==> config.mk <==
export PLATFORM = sky130hd
export DESIGN_NAME = multicycle_control
export DESIGN_NICKNAME = d
export VERILOG_FILES = /design/src/rtl/multicycle_control.sv
export SDC_FILE = /design/constraint.sdc
export NUM_CORES = 1
export LEC_CHECK = 0
export ABC_AREA = 1
export CAP_MARGIN = 10
export CORE_AREA = 3 3 50 52
export DETAILED_ROUTE_END_ITERATION = 8
export DIE_AREA = 0 0 53 55
export PLACE_DENSITY = 0.76
export SYNTH_ARGS = -nofsm -noshare
export SYNTH_HDL_FRONTEND = slang
export SYNTH_SLANG_ARGS = --single-unit
==> constraint.sdc <==
create_clock -name i_clk -period 2.2 [get_ports i_clk]
set_input_delay 0.22 -clock i_clk [delete_from_list [all_inputs] [get_ports i_clk]]
set_output_delay 0.22 -clock i_clk [all_outputs]
set_load 0.02 [all_outputs]
==> src/rtl/multicycle_control.sv <==
// -----------------------------------------------------------------------------
// multicycle_control
// Control unit for a multicycle RV32-style datapath. The FSM steps through
// FETCH -> DECODE -> EXECUTE -> [MEM] -> [WB]. It raises a sticky trap on an
// unsupported opcode or when a memory request waits too long for its ack.
//
// Parameters
//   TIMEOUT     maximum cycles a memory request waits for ack before trapping
// Ports
//   i_clk       rising-edge clock
//   i_rst       synchronous active-high reset
//   i_opcode    instruction[6:0] from the instruction register
//   i_alu_zero  ALU zero flag (branch decision)
//   i_imem_ack  instruction memory data valid
//   i_dmem_ack  data memory access complete
//   o_imem_req  instruction fetch request
//   o_dmem_req  data memory request
//   o_dmem_we   data memory write enable
//   o_ir_load   instruction register load strobe
//   o_pc_en     PC update strobe
//   o_pc_src    PC source: 0=PC+4, 1=PC+imm
//   o_rf_wen    register file write strobe
//   o_wb_sel    writeback source: 0=ALU, 1=memory, 2=PC+4, 3=immediate
//   o_alu_src   1 selects the immediate as ALU operand 2
//   o_alu_op    ALU operation: 0=add, 1=sub/compare, 2=funct-decoded
//   o_state     current state encoding
//   o_trap      sticky fault flag
// -----------------------------------------------------------------------------
module multicycle_control #(
  parameter int TIMEOUT = 255
) (
  input  logic       i_clk,
  input  logic       i_rst,
  input  logic [6:0] i_opcode,
  input  logic       i_alu_zero,
  input  logic       i_imem_ack,
  input  logic       i_dmem_ack,
  output logic       o_imem_req,
  output logic       o_dmem_req,
  output logic       o_dmem_we,
  output logic       o_ir_load,
  output logic       o_pc_en,
  output logic [1:0] o_pc_src,
  output logic       o_rf_wen,
  output logic [1:0] o_wb_sel,
  output logic       o_alu_src,
  output logic [1:0] o_alu_op,
  output logic [2:0] o_state,
  output logic       o_trap
);

  // Counter must be able to hold TIMEOUT itself.
  localparam int CW = $clog2(TIMEOUT + 2);
  localparam logic [CW-1:0] TIMEOUT_C = CW'(TIMEOUT);

  localparam logic [6:0] OP_R      = 7'b0110011;
  localparam logic [6:0] OP_I      = 7'b0010011;
  localparam logic [6:0] OP_LOAD   = 7'b0000011;
  localparam logic [6:0] OP_STORE  = 7'b0100011;
  localparam logic [6:0] OP_BRANCH = 7'b1100011;
  localparam logic [6:0] OP_JAL    = 7'b1101111;
  localparam logic [6:0] OP_LUI    = 7'b0110111;

  typedef enum logic [2:0] {
    S_FETCH   = 3'd0,
    S_DECODE  = 3'd1,
    S_EXECUTE = 3'd2,
    S_MEM     = 3'd3,
    S_WB      = 3'd4,
    S_TRAP    = 3'd5
  } state_t;

  state_t          r_state;
  state_t          w_state_next;
  logic [CW-1:0]   r_wait_cnt;
  logic [CW-1:0]   w_wait_next;
  logic            w_timeout;
  logic            w_op_valid;
  logic            w_is_store;

  always_ff @(posedge i_clk) begin
    if (i_rst) begin
      r_state    <= S_FETCH;
      r_wait_cnt <= '0;
    end else begin
      r_state    <= w_state_next;
      r_wait_cnt <= w_wait_next;
    end
  end

  always_comb begin
    w_state_next = r_state;
    o_imem_req   = 1'b0;
    o_dmem_req   = 1'b0;
    o_dmem_we    = 1'b0;
    o_ir_load    = 1'b0;
    o_pc_en      = 1'b0;
    o_pc_src     = 2'd0;
    o_rf_wen     = 1'b0;
    o_wb_sel     = 2'd0;
    o_alu_src    = 1'b0;
    o_alu_op     = 2'd0;

    w_timeout  = (r_wait_cnt == TIMEOUT_C);
    w_is_store = (i_opcode == OP_STORE);
    w_op_valid = (i_opcode == OP_R)     || (i_opcode == OP_I)      ||
                 (i_opcode == OP_LOAD)  || (i_opcode == OP_STORE)  ||
                 (i_opcode == OP_BRANCH)|| (i_opcode == OP_JAL)    ||
                 (i_opcode == OP_LUI);

    case (r_state)
      S_FETCH: begin
        o_imem_req = 1'b1;
        // Ack on the timeout cycle still counts: ack is tested first.
        if (i_imem_ack) begin
          o_ir_load    = 1'b1;
          w_state_next = S_DECODE;
        end else if (w_timeout) begin
          w_state_next = S_TRAP;
        end
      end
      S_DECODE: begin
        w_state_next = w_op_valid ? S_EXECUTE : S_TRAP;
      end
      S_EXECUTE: begin
        case (i_opcode)
          OP_R: begin
            o_alu_op     = 2'd2;
            w_state_next = S_WB;
          end
          OP_I: begin
            o_alu_src    = 1'b1;
            o_alu_op     = 2'd2;
            w_state_next = S_WB;
          end
          OP_LOAD, OP_STORE: begin
            o_alu_src    = 1'b1;
            w_state_next = S_MEM;
          end
          OP_BRANCH: begin
            // Branch resolves here; no writeback stage.
            o_alu_op     = 2'd1;
            o_pc_en      = 1'b1;
            o_pc_src     = {1'b0, i_alu_zero};
            w_state_next = S_FETCH;
          end
          OP_JAL, OP_LUI: w_state_next = S_WB;
          default:        w_state_next = S_TRAP;
        endcase
      end
      S_MEM: begin
        o_dmem_req = 1'b1;
        o_dmem_we  = w_is_store;
        if (i_dmem_ack) begin
          if (w_is_store) begin
            o_pc_en      = 1'b1;
            w_state_next = S_FETCH;
          end else begin
            w_state_next = S_WB;
          end
        end else if (w_timeout) begin
          w_state_next = S_TRAP;
        end
      end
      S_WB: begin
        o_rf_wen = 1'b1;
        o_pc_en  = 1'b1;
        case (i_opcode)
          OP_LOAD: o_wb_sel = 2'd1;
          OP_JAL:  o_wb_sel = 2'd2;
          OP_LUI:  o_wb_sel = 2'd3;
          default: o_wb_sel = 2'd0;
        endcase
        o_pc_src     = (i_opcode == OP_JAL) ? 2'd1 : 2'd0;
        w_state_next = S_FETCH;
      end
      S_TRAP:  w_state_next = S_TRAP;
      default: w_state_next = S_TRAP;
    endcase

    // Counter restarts on every state change, so it is zero on entry to
    // FETCH and MEM; it only advances while a request waits unanswered.
    if (w_state_next != r_state) begin
      w_wait_next = '0;
    end else if ((r_state == S_FETCH) || (r_state == S_MEM)) begin
      w_wait_next = r_wait_cnt + 1'b1;
    end else begin
      w_wait_next = r_wait_cnt;
    end

    // Nothing leaves the block while reset is held, even if acks arrive.
    if (i_rst) begin
      o_imem_req = 1'b0;
      o_dmem_req = 1'b0;
      o_dmem_we  = 1'b0;
      o_ir_load  = 1'b0;
      o_pc_en    = 1'b0;
      o_rf_wen   = 1'b0;
    end
  end

  assign o_state = r_state;
  assign o_trap  = (r_state == S_TRAP) && !i_rst;

endmodule

# Yosys cells after proc, flatten, opt, wreduce, memory -nomap -nowiden
# Cells that the tools add are included.
[op_classes]
add_sub_neg = 1
mul = 0
div_mod_pow = 0
order_cmp = 0
eq_ne = 14
shift = 0
muxes = 32
bitwise_logic = 0
reduce_logical = 15
[ops]
columns = ["cell", "count"]
rows = [
  ["== test 7 x 6 -> 1 bit, second input constant", 3],
  ["two-way mux 1 bit", 19],
  ["two-way mux 3 bit", 5],
  ["one-hot mux 3 bit (5 select lines)", 1],
  ["== test 7 bit, second input constant", 2],
  ["adder 9 x 1 -> 9 bit, second input constant", 1],
  ["== test 9 x 8 -> 1 bit, second input constant", 1],
  ["one-hot mux 3 bit (3 select lines)", 1],
  ["== test 7 x 2 -> 1 bit, second input constant", 1],
  ["== test 7 x 5 -> 1 bit, second input constant", 1],
  ["logical OR 1 bit", 7],
  ["== test 3 x 2 -> 1 bit, second input constant", 2],
  ["== test 3 bit, second input constant", 2],
  ["one-hot mux 2 bit (3 select lines)", 1],
  ["OR reduction 2 bit", 3],
  ["two-way mux 2 bit", 2],
  ["one-hot mux 2 bit (2 select lines)", 1],
  ["OR reduction 4 bit", 1],
  ["== test 3 x 1 -> 1 bit, second input constant", 1],
  ["zero test 3 bit", 1],
  ["inequality test 3 bit", 1],
  ["one-hot mux 1 bit (3 select lines)", 1],
  ["OR reduction 3 bit", 1],
  ["one-hot mux 1 bit (2 select lines)", 1],
  ["2 further kinds", 2],
]
[word_totals]
reg_bits = 12
latch_bits = 0
mem_bits_rw = 0
rom_bits = 0
in_bits = 12
out_inout_bits = 17
memories = 0

# Logic depth before layout (Yosys ltp)
[logic_depth]
ltp_word = 11
depth_mapped = 16
mapped_depth_nobuf = 16

# Worst setup path after synthesis
# OpenSTA, ideal clock, no wires.
[synth_path]
kind = "flip-flop to flip-flop"
start = "reg r_wait_cnt[0]"
end = "reg r_wait_cnt[8]"
t_arrival_ns = 1.861
required_time_ns = 2.083
slack_ns = 0.222
path_stages_with_launch = 15
path_cell_list = "dfxtp_1 > ha_1 > nand2_1 > or3b_1 > nor2_1 > ha_1 > inv_1 > nand3_1 > nor2_1 > a21oi_1 > nand2_1 > nor2_1 > nor2_1 > nand3_4 > nor2_1"
[synth_via]
elab_chain_len = 6
elab_cells_between_ends = 8
cone_classes = "1 x add/sub; 2 x eq/ne; 4 x mux; 1 x reduce/logical"
[synth_lines]
columns = ["item", "line", "source"]
rows = [
  ["start: declaration", "75", "logic [CW-1:0] r_wait_cnt;"],
  ["start signal: assignment", "87", "r_wait_cnt <= w_wait_next;"],
  ["== test 9 x 8 -> 1 bit", "104", "w_timeout = (r_wait_cnt == TIMEOUT_C);"],
  ["two-way mux 3 bit", "118, 161", ""],
  ["two-way mux 3 bit, on equally long branches", "154, 115", ""],
  ["one-hot mux 3 bit (5 select lines)", "111", "case (r_state)"],
  ["inequality test 3 bit", "183", "if (w_state_next != r_state) begin"],
  ["OR reduction 2 bit (no source line)", "n/a", ""],
]
# Parallel ways exist; a longest one is shown, timed or not.
# A chain may end at the register's enable or synchronous reset.

# Final worst setup path
[layout_path]
start = "in i_opcode[1]"
end = "out o_dmem_we"
[layout_via]
elab_chain_len = 3
[layout_lines]
columns = ["item", "line", "source"]
rows = [
  ["start: declaration", "34", "input logic [6:0] i_opcode,"],
  ["== test 7 x 6 -> 1 bit", "105", "w_is_store = (i_opcode == OP_STORE);"],
  ["two-way mux 1 bit", "111", ""],
  ["two-way mux 1 bit", "192", "if (i_rst) begin"],
  ["end: declaration", "40", "output logic o_dmem_we,"],
]
# Every way passes these cells.

==> impl_metrics.tcl <==
set metrics [dict create \
    rr_endpoint "r_wait_cnt[3]" \
    p_sw_share_pct 38.3 \
    setup_viol 0 \
    intPower_uw 466 \
    slowest_stage "clkdlybuf4s50_1" \
    cp-endpoint "o_dmem_we" \
    yosysTopAreaCellShare_pct 25.3 \
    initial_core_util_pct 44.1 \
    root_buffer "clkbuf_4" \
    worstSetupPathType "in -> out" \
    synth_top_area_cell "dfxtp_1" \
    grt_pass1_wl_um 4150 \
    avgSynthCellArea_um2 6.00 \
    nets 217 \
    synth_area_um2 948 \
    routedWlPerCell_um 11.6 \
    crit_cells 6 \
    hp-class "reg -> reg" \
    core_area_um2 2150 \
    grt_max_degree 10 \
    cap_violations 0 \
    area_growth_syn_to_layout_pct 54.7 \
    finalCritPeriodShare_pct 95.2 \
    die-area_um2 2920 \
    startpoint "i_opcode[1]" \
    cts_num_sinks 12 \
    hold_violations 0 \
    r2r-start "r_wait_cnt[0]" \
    seqPwrFrac_pct 34.1 \
    path_clk_slew_ns 0.08 \
    ys_warn_count 0 \
    drive_above_1_share_pct 22.8 \
    numPortBuffers 27 \
    fill_cells 195 \
    rrSetupSlack_ns 0.12 \
    synth-seq-area-share_pct 25.3 \
    fmax_ghz 0.477 \
    antenna_found_initial 0 \
    dp_hpwl_um 1990 \
    status "completed" \
    antennaDiodeCount 0 \
    clockBufferDepth 2 \
    cts_max_level 1 \
    drt_iter0_markers 13 \
    stdcell_area_um2 1470 \
    synth_seq_cells 12 \
    grt_pass1_vias 1025 \
    drtAntennaViolNets 0 \
    crit_chain "clkdlybuf4s50_1, nand2_1, nor2_2, nand2_1, nor3_1, clkdlybuf4s50_1" \
    critical_path_required_ns 1.98 \
    vdd_drop_max_mv 0.457 \
    slowest_delay_ns 0.63 \
    synthTopCellsByArea "dfxtp_1, nor2_1, nand2_1" \
    cp_max_fo 5 \
    power_density_nw_per_um2 515 \
    via_per_inst 4.96 \
    dp_slack_ns -0.0284 \
    dr.pass1.iters 4 \
    vias 1140 \
    grt_usage_pct 19.1 \
    wl_um 2670 \
    cts_tree "yes" \
    fin_ws_ns 0.106 \
    syn_nets 172 \
    cp_top_family "buffers and inverters" \
    period_needed_ns 2.09 \
    grt_overflow 0 \
    crit_arrival_ns 1.87 \
    die_y_um 55 \
    fin_worst_skew_ns 0.00439 \
    worstSetupStartpointType "input pin" \
    leakagePower_nw 0.728 \
    endpoint_kind "output pin" \
    slew_viol_final 0 \
    gp_congestion 0.836 \
    cp_num_buf_inv 2 \
    p_clk_share_pct 24.1 \
    combPwrFrac_pct 41.8 \
    insertion_delay_ns 0.28 \
    rows 17 \
    synthCells 158 \
    io-pin-count 29 \
    p_sw_uw 289 \
    reg2reg_depth 15 \
    drc 0 \
    cts_buffers 3 \
    synthDistinctLibCells 29 \
    dpl_cell_area_um2 1340 \
    hold_buffers 0 \
    die_x_um 53 \
]
[layer usage]
metal | global-route usage, % | vias to the layer above | wire, um
li1 | - | 587 | -
met3 | 4.56 | 5 | 156
met1 | 21.1 | 516 | 1040
met2 | 35.3 | 32 | 1450
met5 | 0 | - | 0
met4 | 7.66 | 0 | 31
[sequential cells by signal, indices dropped and copies added, names as in the netlist]
name / flops
r_wait_cnt: 9
o_state: 3
[cell usage after synthesis (all sizes together)]
master  instances
inv            23
buf             1
nand4           3
or3b            1
nor4            1
ha              2
o21ai           5
xor2            2
and3            1
nor3            6
nand3          12
dfxtp          12
clkbuf          1
nand3b          1
o211ai          1
conb            1
mux2i           1
or2             1
a21oi           6
xnor2           4
nand2          34
nor2           39
[power by group through the flow]
stage / sequential, mW / clock, mW / combinational (mW)
after floorplan: 0.264 / 0 / 0.175
after global placement: 0.255 / 0 / 0.281
after detailed placement: 0.256 / 0 / 0.289
after CTS: 0.252 / 0.185 / 0.289
after global routing: 0.260 / 0.194 / 0.353
final: 0.257 / 0.182 / 0.316
[logic make-up (layout without fill, tap and decap cells)]
family,Yosys count,count (layout),share of synthesized area [%]
AOI/OAI and AO/OA,12,12,6.60
xor gates and xnor gates,6,6,5.54
adders and majority gates,2,2,2.64
buffers and inverters,25,68,10.3
DFF,12,12,25.3
muxes,1,1,1.06
other,1,1,0.395
and+or+nand+nor,99,100,48.2
[placed cells by master, fill, tap and decap left out, types with 2 or more instances in the layout]
| cell | n |
|---|---|
| a21oi_1 | 5 |
| buf_4 | 14 |
| clkbuf_4 | 3 |
| clkdlybuf4s50_1 | 20 |
| dfxtp_1 | 9 |
| dfxtp_2 | 3 |
| dlygate4sd2_1 | 3 |
| dlymetal6s2s_1 | 4 |
| ha_4 | 2 |
| inv_1 | 21 |
| inv_2 | 2 |
| nand2_1 | 32 |
| nand2_2 | 2 |
| nand3_1 | 9 |
| nand3_2 | 3 |
| nand4_1 | 2 |
| nor2_1 | 28 |
| nor2_2 | 9 |
| nor2_4 | 2 |
| nor3_1 | 6 |
| o21ai_0 | 4 |
| xnor2_1 | 4 |
| xor2_1 | 2 |
[cell type report]
class,instances,area (um2),area share (%)
Tap cell,28,35.0,2.39
Clock buffer,4,36.3,2.47
Timing Repair Buffer,41,382,26.0
Inverter,23,86.3,5.88
Sequential cell,12,244,16.6
Multi-Input combinational cell,122,684,46.6
[metrics by stage]
stage	hold WS, ns	utilization [%]	total power, mW	std cells	TNS [ns]
3_5_place_dp	0.531	62.4	0.545	224	-0.0531
2_1_floorplan	0.493	-	0.439	158	0
3_3_place_gp	0.507	62.4	0.536	224	0
4_1_cts	0.544	63.9	0.726	228	0
6_report	0.548	68.3	0.756	230	0
5_1_grt	0.570	68.3	0.808	230	-0.0303
[how the worst min path moves through the flow]
stage	from	end	slack, ns	cells after the start
final	r_wait_cnt[8]	r_wait_cnt[8]	0.55	2
after global routing	r_wait_cnt[8]	r_wait_cnt[8]	0.57	2
after CTS	r_wait_cnt[4]	r_wait_cnt[4]	0.54	3
after detailed placement	r_wait_cnt[4]	r_wait_cnt[4]	0.53	3
after global placement	r_wait_cnt[8]	r_wait_cnt[8]	0.51	2
after floorplan	r_wait_cnt[8]	r_wait_cnt[8]	0.49	2
[worst min-delay path, stage by stage, from the launching register on]
cell	delay (ns)
dfxtp_1	0.34
o21ai_0	0.08
nor2_1	0.09
[repair_timing]
item                                    4_1_cts  5_1_grt
endpoints found under the setup margin        3       13
buffers inserted                              0        1
gates resized for setup                       5       23
pin swaps                                     0        6
gates cloned                                  0        1
No activity file was read; power rests on OpenSTA's default activity.
